--- src/rtl/router_pkg.sv ---
// Shared router constants: data width, header field positions and packet-count width.
package router_pkg;

  localparam int unsigned ROUTER_DATA_W = 8;

  localparam int unsigned HDR_LEN_MSB  = 7;
  localparam int unsigned HDR_LEN_LSB  = 2;
  localparam int unsigned HDR_ADDR_MSB = 1;
  localparam int unsigned HDR_ADDR_LSB = 0;

  localparam int unsigned PKT_CNT_W = 7;

endpackage

--- src/rtl/router_fifo_if.sv ---
// Push/pop handshake bundle between the register stage, one output FIFO and its destination.
// Optional almost_full signal present only when ROUTER_FIFO_ALMOST_FULL_EN is defined.
interface router_fifo_if #(
  parameter int unsigned WIDTH = router_pkg::ROUTER_DATA_W
);

  logic             soft_reset;
  logic             write_enb;
  logic             lfd_state;
  logic [WIDTH-1:0] data_in;
  logic             read_enb;
  logic [WIDTH-1:0] data_out;
  logic             data_valid;
  logic             empty;
  logic             full;
  logic             pkt_active;
`ifdef ROUTER_FIFO_ALMOST_FULL_EN
  logic             almost_full;
`endif

  // Upstream/destination side: drives requests, observes status and read data
  modport master (
    output soft_reset, write_enb, lfd_state, data_in, read_enb,
`ifdef ROUTER_FIFO_ALMOST_FULL_EN
    input  almost_full,
`endif
    input  data_out, data_valid, empty, full, pkt_active
  );

  // FIFO side
  modport slave (
    input  soft_reset, write_enb, lfd_state, data_in, read_enb,
`ifdef ROUTER_FIFO_ALMOST_FULL_EN
    output almost_full,
`endif
    output data_out, data_valid, empty, full, pkt_active
  );

endinterface

--- src/rtl/router_fifo_mem.sv ---
// Storage array for router_fifo: synchronous write port, asynchronous read by index.
module router_fifo_mem #(
  parameter int unsigned DEPTH  = 16,
  parameter int unsigned WORD_W = 9
) (
  input  logic                     clk,
  input  logic                     wr_en,
  input  logic [$clog2(DEPTH)-1:0] wr_idx,
  input  logic [WORD_W-1:0]        wr_data,
  input  logic [$clog2(DEPTH)-1:0] rd_idx,
  output logic [WORD_W-1:0]        rd_data
);

  logic [WORD_W-1:0] mem [DEPTH];

  // Write the accepted word; contents are not reset, pointers define validity
  always_ff @(posedge clk) begin
    if (wr_en) begin
      mem[wr_idx] <= wr_data;
    end
  end

  assign rd_data = mem[rd_idx];

endmodule

--- src/rtl/router_fifo.sv ---
// Per-destination output FIFO of the 1x3 router. Stores {header marker, byte}, tracks
// remaining payload+parity bytes of the packet being read out, registers popped data.
// Optional feature: ROUTER_FIFO_ALMOST_FULL_EN adds almost_full (occupancy >= DEPTH-1).
module router_fifo
  import router_pkg::*;
#(
  parameter int unsigned DEPTH = 16,
  parameter int unsigned WIDTH = ROUTER_DATA_W
) (
  input  logic         clk,
  input  logic         rst,
  router_fifo_if.slave bus
);

  localparam int unsigned AW     = $clog2(DEPTH);
  localparam int unsigned PTR_W  = AW + 1;
  localparam int unsigned WORD_W = WIDTH + 1;

  logic [PTR_W-1:0]     wr_ptr;
  logic [PTR_W-1:0]     rd_ptr;
  logic [WORD_W-1:0]    rd_word;
  logic [WIDTH-1:0]     data_out_q;
  logic                 data_valid_q;
  logic [PKT_CNT_W-1:0] pkt_cnt;
  logic                 empty_c;
  logic                 full_c;
  logic                 pop_c;
  logic                 push_c;
  logic                 flush_c;

  assign flush_c = !rst || bus.soft_reset;

  // Flags straight from the registered pointers; the MSB is the wrap flag
  assign empty_c = (wr_ptr == rd_ptr);
  assign full_c  = (wr_ptr[AW] != rd_ptr[AW]) && (wr_ptr[AW-1:0] == rd_ptr[AW-1:0]);

  // A pop frees a slot in the same cycle, so a full FIFO still accepts a push alongside it
  assign pop_c  = bus.read_enb && !empty_c;
  assign push_c = bus.write_enb && (!full_c || pop_c);

  router_fifo_mem #(
    .DEPTH  (DEPTH),
    .WORD_W (WORD_W)
  ) u_mem (
    .clk     (clk),
    .wr_en   (push_c && !flush_c),
    .wr_idx  (wr_ptr[AW-1:0]),
    .wr_data ({bus.lfd_state, bus.data_in}),
    .rd_idx  (rd_ptr[AW-1:0]),
    .rd_data (rd_word)
  );

  // Pointer advance; the wrap flag toggles naturally as the index rolls over
  always_ff @(posedge clk) begin
    if (flush_c) begin
      wr_ptr <= '0;
      rd_ptr <= '0;
    end else begin
      if (push_c) wr_ptr <= wr_ptr + PTR_W'(1);
      if (pop_c)  rd_ptr <= rd_ptr + PTR_W'(1);
    end
  end

  // Registered read data with a one-cycle valid pulse per accepted pop
  always_ff @(posedge clk) begin
    if (flush_c) begin
      data_out_q   <= '0;
      data_valid_q <= 1'b0;
    end else begin
      data_valid_q <= pop_c;
      if (pop_c) data_out_q <= rd_word[WIDTH-1:0];
    end
  end

  // Remaining payload+parity count; a header always reloads it, even mid-packet
  always_ff @(posedge clk) begin
    if (flush_c) begin
      pkt_cnt <= '0;
    end else if (pop_c) begin
      if (rd_word[WORD_W-1]) begin
        pkt_cnt <= PKT_CNT_W'(rd_word[HDR_LEN_MSB:HDR_LEN_LSB]) + PKT_CNT_W'(1);
      end else if (pkt_cnt != '0) begin
        pkt_cnt <= pkt_cnt - PKT_CNT_W'(1);
      end
    end
  end

  assign bus.data_out   = data_out_q;
  assign bus.data_valid = data_valid_q;
  assign bus.empty      = empty_c;
  assign bus.full       = full_c;
  assign bus.pkt_active = (pkt_cnt != '0);

`ifdef ROUTER_FIFO_ALMOST_FULL_EN
  logic [PTR_W-1:0] occupancy_c;

  // Pointer difference is the occupancy, wrap flag included
  assign occupancy_c     = wr_ptr - rd_ptr;
  assign bus.almost_full = (occupancy_c >= PTR_W'(DEPTH - 1));
`endif

endmodule
--- src/flat_wrapper.sv ---
// flat-port wrapper written by rule: the top's interface ports become plain ports
module router_fifo_flat import router_pkg::*;
#(
  parameter int unsigned DEPTH = 16,
  parameter int unsigned WIDTH = ROUTER_DATA_W
)
  (clk, rst, bus_soft_reset, bus_write_enb, bus_lfd_state, bus_data_in, bus_read_enb, bus_data_out, bus_data_valid, bus_empty, bus_full, bus_pkt_active);
  router_fifo_if #(.WIDTH(WIDTH)) bus_i ();
  input  logic clk;
  input  logic rst;
  input wire logic [$bits(bus_i.soft_reset)-1:0] bus_soft_reset;
  input wire logic [$bits(bus_i.write_enb)-1:0] bus_write_enb;
  input wire logic [$bits(bus_i.lfd_state)-1:0] bus_lfd_state;
  input wire logic [$bits(bus_i.data_in)-1:0] bus_data_in;
  input wire logic [$bits(bus_i.read_enb)-1:0] bus_read_enb;
  output wire logic [$bits(bus_i.data_out)-1:0] bus_data_out;
  output wire logic [$bits(bus_i.data_valid)-1:0] bus_data_valid;
  output wire logic [$bits(bus_i.empty)-1:0] bus_empty;
  output wire logic [$bits(bus_i.full)-1:0] bus_full;
  output wire logic [$bits(bus_i.pkt_active)-1:0] bus_pkt_active;
  assign bus_i.soft_reset = bus_soft_reset;
  assign bus_i.write_enb = bus_write_enb;
  assign bus_i.lfd_state = bus_lfd_state;
  assign bus_i.data_in = bus_data_in;
  assign bus_i.read_enb = bus_read_enb;
  assign bus_data_out = bus_i.data_out;
  assign bus_data_valid = bus_i.data_valid;
  assign bus_empty = bus_i.empty;
  assign bus_full = bus_i.full;
  assign bus_pkt_active = bus_i.pkt_active;
  router_fifo #(.DEPTH(DEPTH), .WIDTH(WIDTH)) u_core (.clk(clk), .rst(rst), .bus(bus_i));
endmodule
--- config.mk ---
export PLATFORM = sky130hd
export DESIGN_NAME = router_fifo_flat
export DESIGN_NICKNAME = d
export VERILOG_FILES = /design/src/rtl/router_pkg.sv /design/src/rtl/router_fifo_if.sv /design/src/rtl/router_fifo_mem.sv /design/src/rtl/router_fifo.sv /design/src/flat_wrapper.sv
export SDC_FILE = /design/constraint.sdc
export NUM_CORES = 1
export LEC_CHECK = 0
export BUFFER_PORTS_ARGS = -buffer_cell sky130_fd_sc_hd__buf_2
export CORE_UTILIZATION = 66
export CTS_CLUSTER_DIAMETER = 150
export DETAILED_ROUTE_END_ITERATION = 6
export PLACE_DENSITY = 0.84
export SYNTH_ARGS = -nofsm -noshare
export SYNTH_HDL_FRONTEND = slang
export SYNTH_SLANG_ARGS = --single-unit
--- constraint.sdc ---
create_clock -name clk -period 5.2 [get_ports clk]
set_clock_uncertainty 0.1 [all_clocks]
set_input_delay 1.04 -clock clk [delete_from_list [all_inputs] [get_ports clk]]
set_output_delay 1.04 -clock clk [all_outputs]
set_load 0.05 [all_outputs]
* Yosys cells after proc, flatten, opt, wreduce, memory -nomap -nowiden
Memory sizes are Yosys's and may differ from the RTL's. A register that Yosys moved wholly into a read port is not among the register bits. Cells that the tools add are included.
Storage, ports and cells: flip-flop bits (word level) 26, RAM bits 144, output and inout bits 12, logic and storage cells 32, memories kept 1
Memory list:
- u_core.u_mem.mem | words 16, bits a word 9, rd ports 1, clocked after Yosys merged registers in 1, write ports 1, line router_fifo_mem.sv:14 | logic [WORD_W-1:0] mem [DEPTH];
Operators by class: add/sub/neg operators 4, eq/ne operators 3, multiplexer cells 6, reduce and logical (&&, ||, !) cells 13
Operators with widths (count):
- two-way mux 7 bit | 2
- adder 5 x 1 -> 5 bit, second input constant | 2
- two-way mux 4 bit | 2
- adder 6 x 1 -> 7 bit, second input constant | 1
- nonzero test 7 bit | 1
- subtractor 7 x 1 -> 7 bit, second input constant | 1
- equality test 5 bit | 1
- equality test 4 bit | 1
- logical AND 1 bit | 4
- logical NOT 1 bit | 4
- logical OR 1 bit | 2
- two-way mux 1 bit | 2
- AND reduction 2 bit | 1
- nonzero test 2 bit | 1
- inequality test 1 bit | 1

* Logic depth before layout (Yosys ltp)
Gate-level depths: netlist of run 1.
depth in word-level cells 8, depth in mapped cells 12

* Modules after synthesis
Synthesis of run 1 repeated with hierarchy kept, for this count alone.
Second synthesis, totals: cell total of the unflattened synthesis 414, area, all modules 7005.5 um2
By module, submodules not included:
- router_fifo_mem | times used 1, cells an instance 245, area each 5600.4 um2, seq. area each 4324.1 um2
- router_fifo | times used 1, cells an instance 169, area each 1405.1 um2, seq. area each 520.5 um2

* Worst setup path after synthesis of run 1
Ideal clock, no wire load.
path type input-to-reg, start input port rst, end memory u_core.u_mem.mem[0][0], enable pin, data arrival time 2.229 ns, data required time 4.713 ns, setup slack 2.485 ns, stages 4, buffers on the path 0, cells stage by stage nor2b_1 > and2_1 > nand2_1 > nor3_1
Between the ends: longest elaborated chain between the ends 6
Ends and longest elaborated chain:
- from (decl) | line flat_wrapper.sv:10 | input logic rst;
- logical NOT 1 bit | line router_fifo.sv:31 | assign flush_c = !rst || bus.soft_reset;
- logical OR 1 bit | line router_fifo.sv:31
- logical NOT 1 bit | line router_fifo.sv:46 | .wr_en (push_c && !flush_c),
- logical AND 1 bit | line router_fifo.sv:46
- two-way mux 1 bit | line router_fifo_mem.sv:18 | if (wr_en) begin
- two-way mux 1 bit (not written as such) | line router_fifo_mem.sv:19 | mem[wr_idx] <= wr_data;
- to (decl) | line router_fifo_mem.sv:14
Every way passes these cells.

* Worst setup path in the final report of run 1
start register u_core.pkt_cnt[2], end output port bus_pkt_active
Between the ends: longest elaborated chain between the ends 1
Ends and longest elaborated chain:
- from (decl) | line router_fifo.sv:24 | logic [PKT_CNT_W-1:0] pkt_cnt;
- from (signal assigned) | line router_fifo.sv:81 | pkt_cnt <= PKT_CNT_W'(rd_word[HDR_LEN_MSB:HDR_LEN_LSB]) + PKT_CNT_W'(1);
- from (signal assigned) | line router_fifo.sv:83 | pkt_cnt <= pkt_cnt - PKT_CNT_W'(1);
- nonzero test 7 bit | line router_fifo.sv:92 | assign bus.pkt_active = (pkt_cnt != '0);
- to (decl) | line flat_wrapper.sv:20 | output wire logic [$bits(bus_i.pkt_active)-1:0] bus_pkt_active;
Every way passes these cells.

==> flow_summary.ini, run 1 <==
[status]
run_status = finished clean

[synth]
synth-main-ff-cell = sky130_fd_sc_hd__edfxtp_1
synth_largest_type_area_fraction_pct = 61.7
synth_async_sr_flop_share_pct = 0
yosysUniqueCellTypes = 39
synthesis.area_per_instance_sq_um = 16.7
yosys.cell_count.top_type = sky130_fd_sc_hd__edfxtp_1
edff_count_synth = 144
synthesis.instances = 420
yosys_warnings = 0
synthTopCellsByArea = sky130_fd_sc_hd__edfxtp_1 62%, sky130_fd_sc_hd__mux4_2 12%, sky130_fd_sc_hd__dfxtp_1 8.6%
post_synth_most_frequent_cells = 144 x sky130_fd_sc_hd__edfxtp_1, 38 x sky130_fd_sc_hd__mux4_2, 37 x sky130_fd_sc_hd__nor2_1, 32 x sky130_fd_sc_hd__nand2_1, 30 x sky130_fd_sc_hd__dfxtp_1
synth.net_count = 442
post-synth-top-area-cell = sky130_fd_sc_hd__edfxtp_1
synth.cell_area_sq_mm = 0.00701
postSynthRegisterBits = 174
sequential_to_total_area_share_from_yosys_stat_pct = 70.3

[floorplanning]
io-pin-count = 26
placeable_core_area_sq_mm = 0.0103
width_of_the_chip_um = 105
floorplan.initialDensity_pct = 67.9
rows = 37
fp.dieH_um = 105
design.die.area_sq_mm = 0.0110

[sta]
hold_violations = 0
period_needed_ns = 3.57
timing_max_transition_violations_final = 0
maximum_clock_frequency_mhz = 280
timing.final.setup_violations = 0
post_route_clock_period_utilization_pct = 68.7
timing_worst_slew_pin_value_ns = 1.29
timing.slew.headroom_pct = 13.8
setup_tns_ns = 0
rsz0062_at_grt = false

[clock_network]
cts-resized-gates = 0
cts-buffers-inserted = 17
worstSkewPairLatency_ns = 0.52
post_cts_buffers = 0
clock_sinks = 174
cts_buffer_depth = 2
cts.root.buffer_cell = sky130_fd_sc_hd__clkbuf_8
cts.hold.buffers_added = 0
htree_levels = 4
cts.reportedPaths.clkPinSlew_ns = 0.06
tritoncts_clock_tree = yes

[power]
power.ir.vdd_worst_uv = 249
netSwitchingFraction_pct = 19.4
power_density_mw_per_mm2 = 366
power.sequential.fraction_pct = 52.9
comb_power_share_pct = 3.1
switching_power_mw = 0.558
power_frac_clock_pct = 44.0
p_leak_nw = 2.54
cellInternalPower_mw = 2.31

[flow_run]
max-cap-violations = 0

[detailed_routing]
drt-vias-per-instance = 6.36
route.vias.total = 3818
detailedRoute.firstIterationViolations = 389
drcViolationCount = 0
drt_pre_antenna_iters = 5
antenna_violating_nets_left = 0
drt-wirelength-per-cell_um = 23.7
routed_wl_mm = 14.2

[global_routing]
antenna_found_initial = 1
grt_pass1_wl_mm = 21.8
via_count_of_the_first_global_routing_pass = 3848
globalRoute.totalOverflow = 0
globalRouteTotalUtil_pct = 28.2
grt_max_degree = 32

[finish]
flow.area_growth_from_synthesis_pct = 12.0
antenna_cells_inserted = 0
finish.instance_area_sq_mm = 0.00785
fin_nets = 474
proportion_of_layout_cells_with_a_drive_suffix_above_1_pct = 21.8

[placement]
dpl_cell_area_sq_mm = 0.00725
dp_hpwl_mm = 8.35
port-buffer-count = 25
gp_congestion = 0.774

[critical_path]
cp-end-kind = output pin
largest_fanout_on_the_critical_path = 7
crit_start = u_core.pkt_cnt[2]$_SDFFE_PP0P_
critical_path_arrival_ns = 2.43
start_kind = register
timing_worst_setup_path_type = reg2out
worst_ep_required_time_ns = 4.06

[min_path]
hp-class = reg2reg
hold_path.startpoint = u_core.bus.data_out[1]$_SDFFE_PP0N_
## cells by family (layout without fill, tap and decap cells)
kind of cell	count (synthesis)	in the layout	synth area share (%)
AND/OR/NAND/NOR	102	102	6.55
flip-flops	174	174	70.3
buffers and inverters	27	71	1.86
adder cells (fa/ha/maj)	8	8	1.43
XOR/XNOR	17	17	2.13
multiplexers	54	54	14.5
AO/OA/AOI/OAI	38	38	3.20
## path summary, 6_finish.rpt
| path | endpoint | slack (ns) | cells past startpoint |
|---|---|---|---|
| max | bus_pkt_active | 1.63 | 4 |
| max reg2reg | u_core.pkt_cnt[4]$_SDFFE_PP0P_ | 1.99 | 8 |
| min | u_core.bus.data_out[1]$_SDFFE_PP0N_ | 0.36 | 2 |
| min reg2reg | u_core.bus.data_out[1]$_SDFFE_PP0N_ | 0.36 | 2 |
## power groups by stage
stage	Sequential (mW)	Clock [mW]	Combinational, mW
3_3_place_gp	1.55	0	0.0839
3_5_place_dp	1.55	0	0.0878
6_report	1.52	1.26	0.0902
2_1_floorplan	1.55	0	0.0540
5_1_grt	1.52	1.32	0.0980
4_1_cts	1.52	1.27	0.0892
## registers in the layout, summed over array words and instances (netlist names), named ones only
name                   flops
u_core.u_mem.mem         144
u_core.bus.data_out        8
u_core.pkt_cnt             7
u_core.rd_ptr              5
u_core.wr_ptr              5
u_core.bus.data_valid      1
## per-layer routing
metal	vias to the layer above	share of wire (%)	global-route usage (%)
li1	1679	-	-
met1	1876	38	35.2
met2	220	50	45.6
met3	43	8.7	8.17
met4	0	3.5	13.5
met5	-	0	0
## layout make-up
type	instances	area (sq um)
clock buffers	18	418
clock inverters	13	173
fillers	594	2480
inverters	8	30.0
multi-input cells	219	1950
flip-flops and latches	174	4930
well taps	136	170
repair buffers	32	178
## critical path, stage by stage, from the launching register on
cell                      delay, ns
sky130_fd_sc_hd__dfxtp_1       0.34
sky130_fd_sc_hd__or3_1         0.45
sky130_fd_sc_hd__nor4b_1       0.55
sky130_fd_sc_hd__inv_1         0.29
sky130_fd_sc_hd__buf_2         0.29
## layout by cell type (no fill, tap or decap), types with 4 or more instances in the layout
cell                         synthesis  routed
sky130_fd_sc_hd__dfxtp_1            30      29
sky130_fd_sc_hd__nand2_1            32      32
sky130_fd_sc_hd__nor3_1              5       5
sky130_fd_sc_hd__mux2i_1            14      14
sky130_fd_sc_hd__edfxtp_1          144     144
sky130_fd_sc_hd__clkbuf_16           0      16
sky130_fd_sc_hd__bufinv_16           0       4
sky130_fd_sc_hd__xnor2_1             7       7
sky130_fd_sc_hd__nand4_1             6       6
sky130_fd_sc_hd__buf_2               5      25
sky130_fd_sc_hd__o21ai_1             4       4
sky130_fd_sc_hd__mux4_2             38      38
sky130_fd_sc_hd__a21oi_1            17      17
sky130_fd_sc_hd__buf_4               0       7
sky130_fd_sc_hd__nor2b_1             4       4
sky130_fd_sc_hd__inv_1               8       8
sky130_fd_sc_hd__nand3_1             4       4
sky130_fd_sc_hd__ha_1                8       8
sky130_fd_sc_hd__clkinvlp_4          0       4
sky130_fd_sc_hd__nor2_1             37      37
sky130_fd_sc_hd__nand2b_1            4       4
sky130_fd_sc_hd__xor2_1             10      10
## stage by stage
step / hold WS [ns] / setup WS [ns] / utilization, % / power (mW) / cells
2_1_floorplan: 0.357 / 2.48 / - / 1.60 / 420
3_3_place_gp: 0.341 / 1.97 / 70.3 / 1.63 / 569
3_5_place_dp: 0.347 / 1.84 / 70.3 / 1.64 / 569
4_1_cts: 0.357 / 1.64 / 76.0 / 2.88 / 600
5_1_grt: 0.381 / 1.48 / 76.0 / 2.94 / 600
6_report: 0.358 / 1.63 / 76.0 / 2.87 / 600
No activity file was read; power rests on OpenSTA's default activity.
==> run 2: changes to the inputs <==
--- a/config.mk
+++ b/config.mk
@@ -6,10 +6,10 @@
 export NUM_CORES = 1
 export LEC_CHECK = 0
 export BUFFER_PORTS_ARGS = -buffer_cell sky130_fd_sc_hd__buf_2
-export CORE_UTILIZATION = 66
+export CORE_UTILIZATION = 55
 export CTS_CLUSTER_DIAMETER = 150
 export DETAILED_ROUTE_END_ITERATION = 6
-export PLACE_DENSITY = 0.84
+export PLACE_DENSITY = 0.75
 export SYNTH_ARGS = -nofsm -noshare
 export SYNTH_HDL_FRONTEND = slang
 export SYNTH_SLANG_ARGS = --single-unit
==> constraint.sdc (replaced) <==
create_clock -name clk -period 3 [get_ports clk]
set_clock_uncertainty 0.1 [all_clocks]
set_input_delay 0.6 -clock clk [delete_from_list [all_inputs] [get_ports clk]]
set_output_delay 0.6 -clock clk [all_outputs]
set_load 0.05 [all_outputs]
==> run 2 against run 1 <==
  * Register-to-register slack got worse by 1.7 ns
  * Clock power rose by 68%
  * First-iteration DRC count grew 12%
  * Cell area rose by 2.6%
  * Global-route usage is 4.0 points lower
  * Critical endpoint unchanged
  * Largest cell class unchanged
  * Largest power group unchanged
==> flow_summary.ini, run 2 (synthesized netlist as in run 1, its figures left out) <==
[finish]
finalCoreUtilization_pct = 65.9
proportion_of_layout_cells_with_a_drive_suffix_above_1_pct = 25.5
finish.instance_area_sq_mm = 0.00805
register_with_the_most_flip_flops = u_core.u_mem.mem
most-common-layout-cells = 144 x sky130_fd_sc_hd__edfxtp_1, 38 x sky130_fd_sc_hd__mux4_2, 37 x sky130_fd_sc_hd__nor2_1
layout_commonest_cell = sky130_fd_sc_hd__edfxtp_1
antenna_cells_inserted = 0
largest_register_ffs = 144
fin_nets = 496
flow.area_growth_from_synthesis_pct = 14.9

[critical_path]
critical_path.max_stage_delay_ns = 0.44
largest_fanout_on_the_critical_path = 7
worst_ep_required_time_ns = 2.30
cp-end-kind = output pin
timing_worst_setup_path_type = reg2out
crit_chain = or3_1, nor4b_1, inv_1, buf_2
timing.critical_path.slowest_stage_cell = sky130_fd_sc_hd__or3_1
start_kind = register
critical_path_arrival_ns = 2.16

[placement]
gp_congestion = 0.872
dpl_cell_area_sq_mm = 0.00747
port-buffer-count = 25
dp_hpwl_mm = 9.00
dp_slack_ns = 0.236

[detailed_routing]
antenna_violating_nets_left = 0
drt-wirelength-per-cell_um = 22.0
detailedRoute.firstIterationViolations = 435
drt_pre_antenna_iters = 6
route.vias.total = 3897
drt-vias-per-instance = 5.95
drcViolationCount = 0
routed_wl_mm = 14.4

[global_routing]
antenna_found_initial = 0
grt_max_degree = 32
grt_pass1_wl_mm = 21.8
globalRouteTotalUtil_pct = 24.2
globalRoute.totalOverflow = 0
via_count_of_the_first_global_routing_pass = 3836

[sta]
timing_max_transition_violations_final = 0
hold_violations = 0
post_route_clock_period_utilization_pct = 95.2
rsz0062_at_grt = false
finalWorstSetupSlack_ns = 0.143
timing.final.setup_violations = 0
setup_tns_ns = 0
maximum_clock_frequency_mhz = 350
timing_worst_slew_pin_value_ns = 0.935
whs_ns = 0.353
period_needed_ns = 2.86
timing.slew.headroom_pct = 37.7

[floorplanning]
design.die.area_sq_mm = 0.0132
io-pin-count = 26
width_of_the_chip_um = 115
placeable_core_area_sq_mm = 0.0122
fp.dieH_um = 115
floorplan.initialDensity_pct = 57.4
rows = 40

[clock_network]
cts-buffers-inserted = 17
htree_levels = 4
tritoncts_clock_tree = yes
cts_buffer_depth = 2
worstSkewPairLatency_ns = 0.43
cts.reportedPaths.clkPinSlew_ns = 0.06
cts.root.buffer_cell = sky130_fd_sc_hd__clkbuf_16
clock_sinks = 174
cts-resized-gates = 0
cts.hold.buffers_added = 0
post_cts_buffers = 0

[min_path]
hp-class = reg2reg

[power]
power_density_mw_per_mm2 = 610
p_leak_nw = 2.66
power.ir.vdd_worst_uv = 387

[status]
run_status = finished clean

[flow_run]
max-cap-violations = 0
## run 2: power by group
part | switching (mW) | internal (mW) | leakage [nW]
combinational | 0.104 | 0.0551 | 0.847
clock | 0.897 | 1.23 | 0.275
sequential | 0.00662 | 2.62 | 1.54
total | 1.01 | 3.90 | 2.66
## run 2: final timing paths
check	slack [ns]	cells past startpoint	startpoint	to
max	0.14	4	u_core.pkt_cnt[2]$_SDFFE_PP0P_	bus_pkt_active
max reg2reg	0.26	8	u_core.wr_ptr[3]$_SDFFE_PP0P_	u_core.u_mem.mem[4][4]$_DFFE_PP_
min reg2reg	0.35	2	u_core.bus.data_out[0]$_SDFFE_PP0N_	u_core.bus.data_out[0]$_SDFFE_PP0N_
min	0.35	2	u_core.bus.data_out[0]$_SDFFE_PP0N_	u_core.bus.data_out[0]$_SDFFE_PP0N_
## run 2: layout make-up
cell class | instances | area (sq um)
clock inverters | 13 | 141
fillers | 836 | 4170
well taps | 168 | 210
repair buffers | 54 | 355
multi-input cells | 219 | 1950
flip-flops and latches | 174 | 4930
inverters | 8 | 30.0
clock buffers | 19 | 433
## run 2: through the flow
stage               cells  total power, mW
global route          655             5.04
floorplan             420             2.78
CTS                   655             4.94
finish                655             4.91
detailed placement    623             2.84
global placement      623             2.83
## run 2: critical path: cells and delay by family (launching register included)
family	cells	cell delay, ns
DFF	1	0.35
and+or+nand+nor	2	0.88
buffers and inverters	2	0.50
## run 2: layer usage
layer	track usage, %	vias to the layer above	share of wire (%)
met2	37.8	196	49
met4	11.6	0	2.5
met3	6.17	30	8.3
met5	0	-	0
met1	32.0	1945	41
li1	-	1726	-
==> run 3: changes to the inputs <==
--- a/config.mk
+++ b/config.mk
@@ -9,7 +9,7 @@
 export CORE_UTILIZATION = 55
 export CTS_CLUSTER_DIAMETER = 150
 export DETAILED_ROUTE_END_ITERATION = 6
-export PLACE_DENSITY = 0.75
+export PLACE_DENSITY = 0.81
 export SYNTH_ARGS = -nofsm -noshare
 export SYNTH_HDL_FRONTEND = slang
 export SYNTH_SLANG_ARGS = --single-unit
==> run 3 against run 2 <==
  * Worst hold slack better by 0.0024 ns
  * Via count increased by 0.10%
  * Die area unchanged
  * Fmax increased by 3.4%
  * Clock-buffer cell count down 1
==> flow_summary.ini, run 3 (synthesized netlist as in run 1, its figures left out) <==
[clock_network]
post_cts_buffers = 0
tritoncts_clock_tree = yes
cts.reportedPaths.clkPinSlew_ns = 0.06
cts.root.buffer_cell = sky130_fd_sc_hd__clkbuf_16
cts-resized-gates = 0
worstSkewPairLatency_ns = 0.43
clock_sinks = 174
cts_buffer_depth = 2
cts.hold.buffers_added = 0
htree_levels = 4
cts-buffers-inserted = 17

[power]
power.ir.vdd_worst_uv = 492
power_density_mw_per_mm2 = 617
p_leak_nw = 2.68

[sta]
timing.final.setup_violations = 0
hold_violations = 0
timing_worst_slew_pin_value_ns = 0.872
setup_tns_ns = 0
post_route_clock_period_utilization_pct = 92.1
rsz0062_at_grt = false
timing.slew.headroom_pct = 41.9
maximum_clock_frequency_mhz = 362
period_needed_ns = 2.76
timing_max_transition_violations_final = 0
finalWorstSetupSlack_ns = 0.238

[global_routing]
grt.met1_usage_pct = 32.6
antenna_found_initial = 1
via_count_of_the_first_global_routing_pass = 3852
globalRoute.totalOverflow = 0
gr-usage-met3_pct = 7.12
grt_max_degree = 25
globalRouteTotalUtil_pct = 24.0
grt_pass1_wl_mm = 21.9
grt-busiest-layer = met2
global_route.usage.met2_pct = 36.8

[placement]
dp_hpwl_mm = 8.93
port-buffer-count = 25
dp_slack_ns = 0.283
gp_congestion = 0.805

[detailed_routing]
detailedRoute.firstIterationViolations = 494
antenna_violating_nets_left = 0
drt-wirelength-per-cell_um = 21.6
route.vias.total = 3901
drt_pre_antenna_iters = 5
drt-vias-per-instance = 5.93
drcViolationCount = 0
routed_wl_mm = 14.2

[floorplanning]
io-pin-count = 26
placeable_core_area_sq_mm = 0.0122
width_of_the_chip_um = 115
fp.dieH_um = 115
floorplan.initialDensity_pct = 57.4
rows = 40
design.die.area_sq_mm = 0.0132

[finish]
fill_cells = 828
most-common-layout-cells = 144 x sky130_fd_sc_hd__edfxtp_1, 38 x sky130_fd_sc_hd__mux4_2, 37 x sky130_fd_sc_hd__nor2_1
flow.area_growth_from_synthesis_pct = 15.4
layout_commonest_cell = sky130_fd_sc_hd__edfxtp_1
register_with_the_most_flip_flops = u_core.u_mem.mem
largest_register_ffs = 144
proportion_of_layout_cells_with_a_drive_suffix_above_1_pct = 26.1
fin_nets = 499
antenna_cells_inserted = 0

[min_path]
hp-class = reg2reg

[critical_path]
start_kind = register
cp-end-kind = output pin
worst_ep_required_time_ns = 2.30
largest_fanout_on_the_critical_path = 7
timing_worst_setup_path_type = reg2out
critical_path_arrival_ns = 2.06

[flow_run]
max-cap-violations = 0

[status]
run_status = finished clean
[run 3: cell types whose count changed in the layout (fill, tap and decap cells not counted), sizes merged]
cell,before,now
buf,54,57
bufinv,2,3
clkbuf,19,18
clkinv,8,4
clkinvlp,2,4
inv,9,11
[run 3: area by class of cell]
class	count	area (sq um)	share of cell area, %
tap	168	210	2.60
multi-input combinational	219	1960	24.2
clock inverter	14	165	2.04
clock buffer	18	429	5.31
inverter	8	30.0	0.372
sequential	174	4930	60.9
timing repair buffer	57	365	4.52
[run 3: final timing paths]
kind | start | end | slack, ns | depth (start not counted)
min | u_core.bus.data_out[0]$_SDFFE_PP0N_ | u_core.bus.data_out[0]$_SDFFE_PP0N_ | 0.36 | 2
min reg2reg | u_core.bus.data_out[0]$_SDFFE_PP0N_ | u_core.bus.data_out[0]$_SDFFE_PP0N_ | 0.36 | 2
max reg2reg | register | u_core.pkt_cnt[1]$_SDFFE_PP0P_ | 0.30 | 8
max | u_core.pkt_cnt[2]$_SDFFE_PP0P_ | bus_pkt_active | 0.24 | 4
[run 3: worst max-delay path: stages (launching register included)]
cell and delay, ns:
sky130_fd_sc_hd__dfxtp_1 0.34, sky130_fd_sc_hd__or3_1 0.45, sky130_fd_sc_hd__nor4b_2 0.36, sky130_fd_sc_hd__inv_1 0.21, sky130_fd_sc_hd__buf_2 0.26
[run 3: power breakdown]
group / internal (mW) / leakage (nW) / switching (mW) / total, mW
Combinational: 0.0561 / 0.865 / 0.103 / 0.159
Sequential: 2.62 / 1.54 / 0.00760 / 2.63
Clock: 1.31 / 0.278 / 0.891 / 2.20
[run 3: per-layer routing]
metal | up-vias | part of all wire, %
li1 | 1742 | -
met1 | 1958 | 41
met2 | 175 | 49
met3 | 24 | 7.9
met4 | 2 | 1.7
met5 | - | 0.091
[run 3: metrics by stage]
step	power [mW]	utilization [%]	instance area, sq um	std cells	hold WS (ns)
2_1_floorplan	2.78	-	7010	420	0.357
3_3_place_gp	2.83	61.3	7480	626	0.340
3_5_place_dp	2.84	61.3	7480	626	0.348
4_1_cts	5.01	66.1	8080	658	0.357
5_1_grt	5.13	66.2	8080	658	0.384
6_report	4.98	66.2	8080	658	0.355
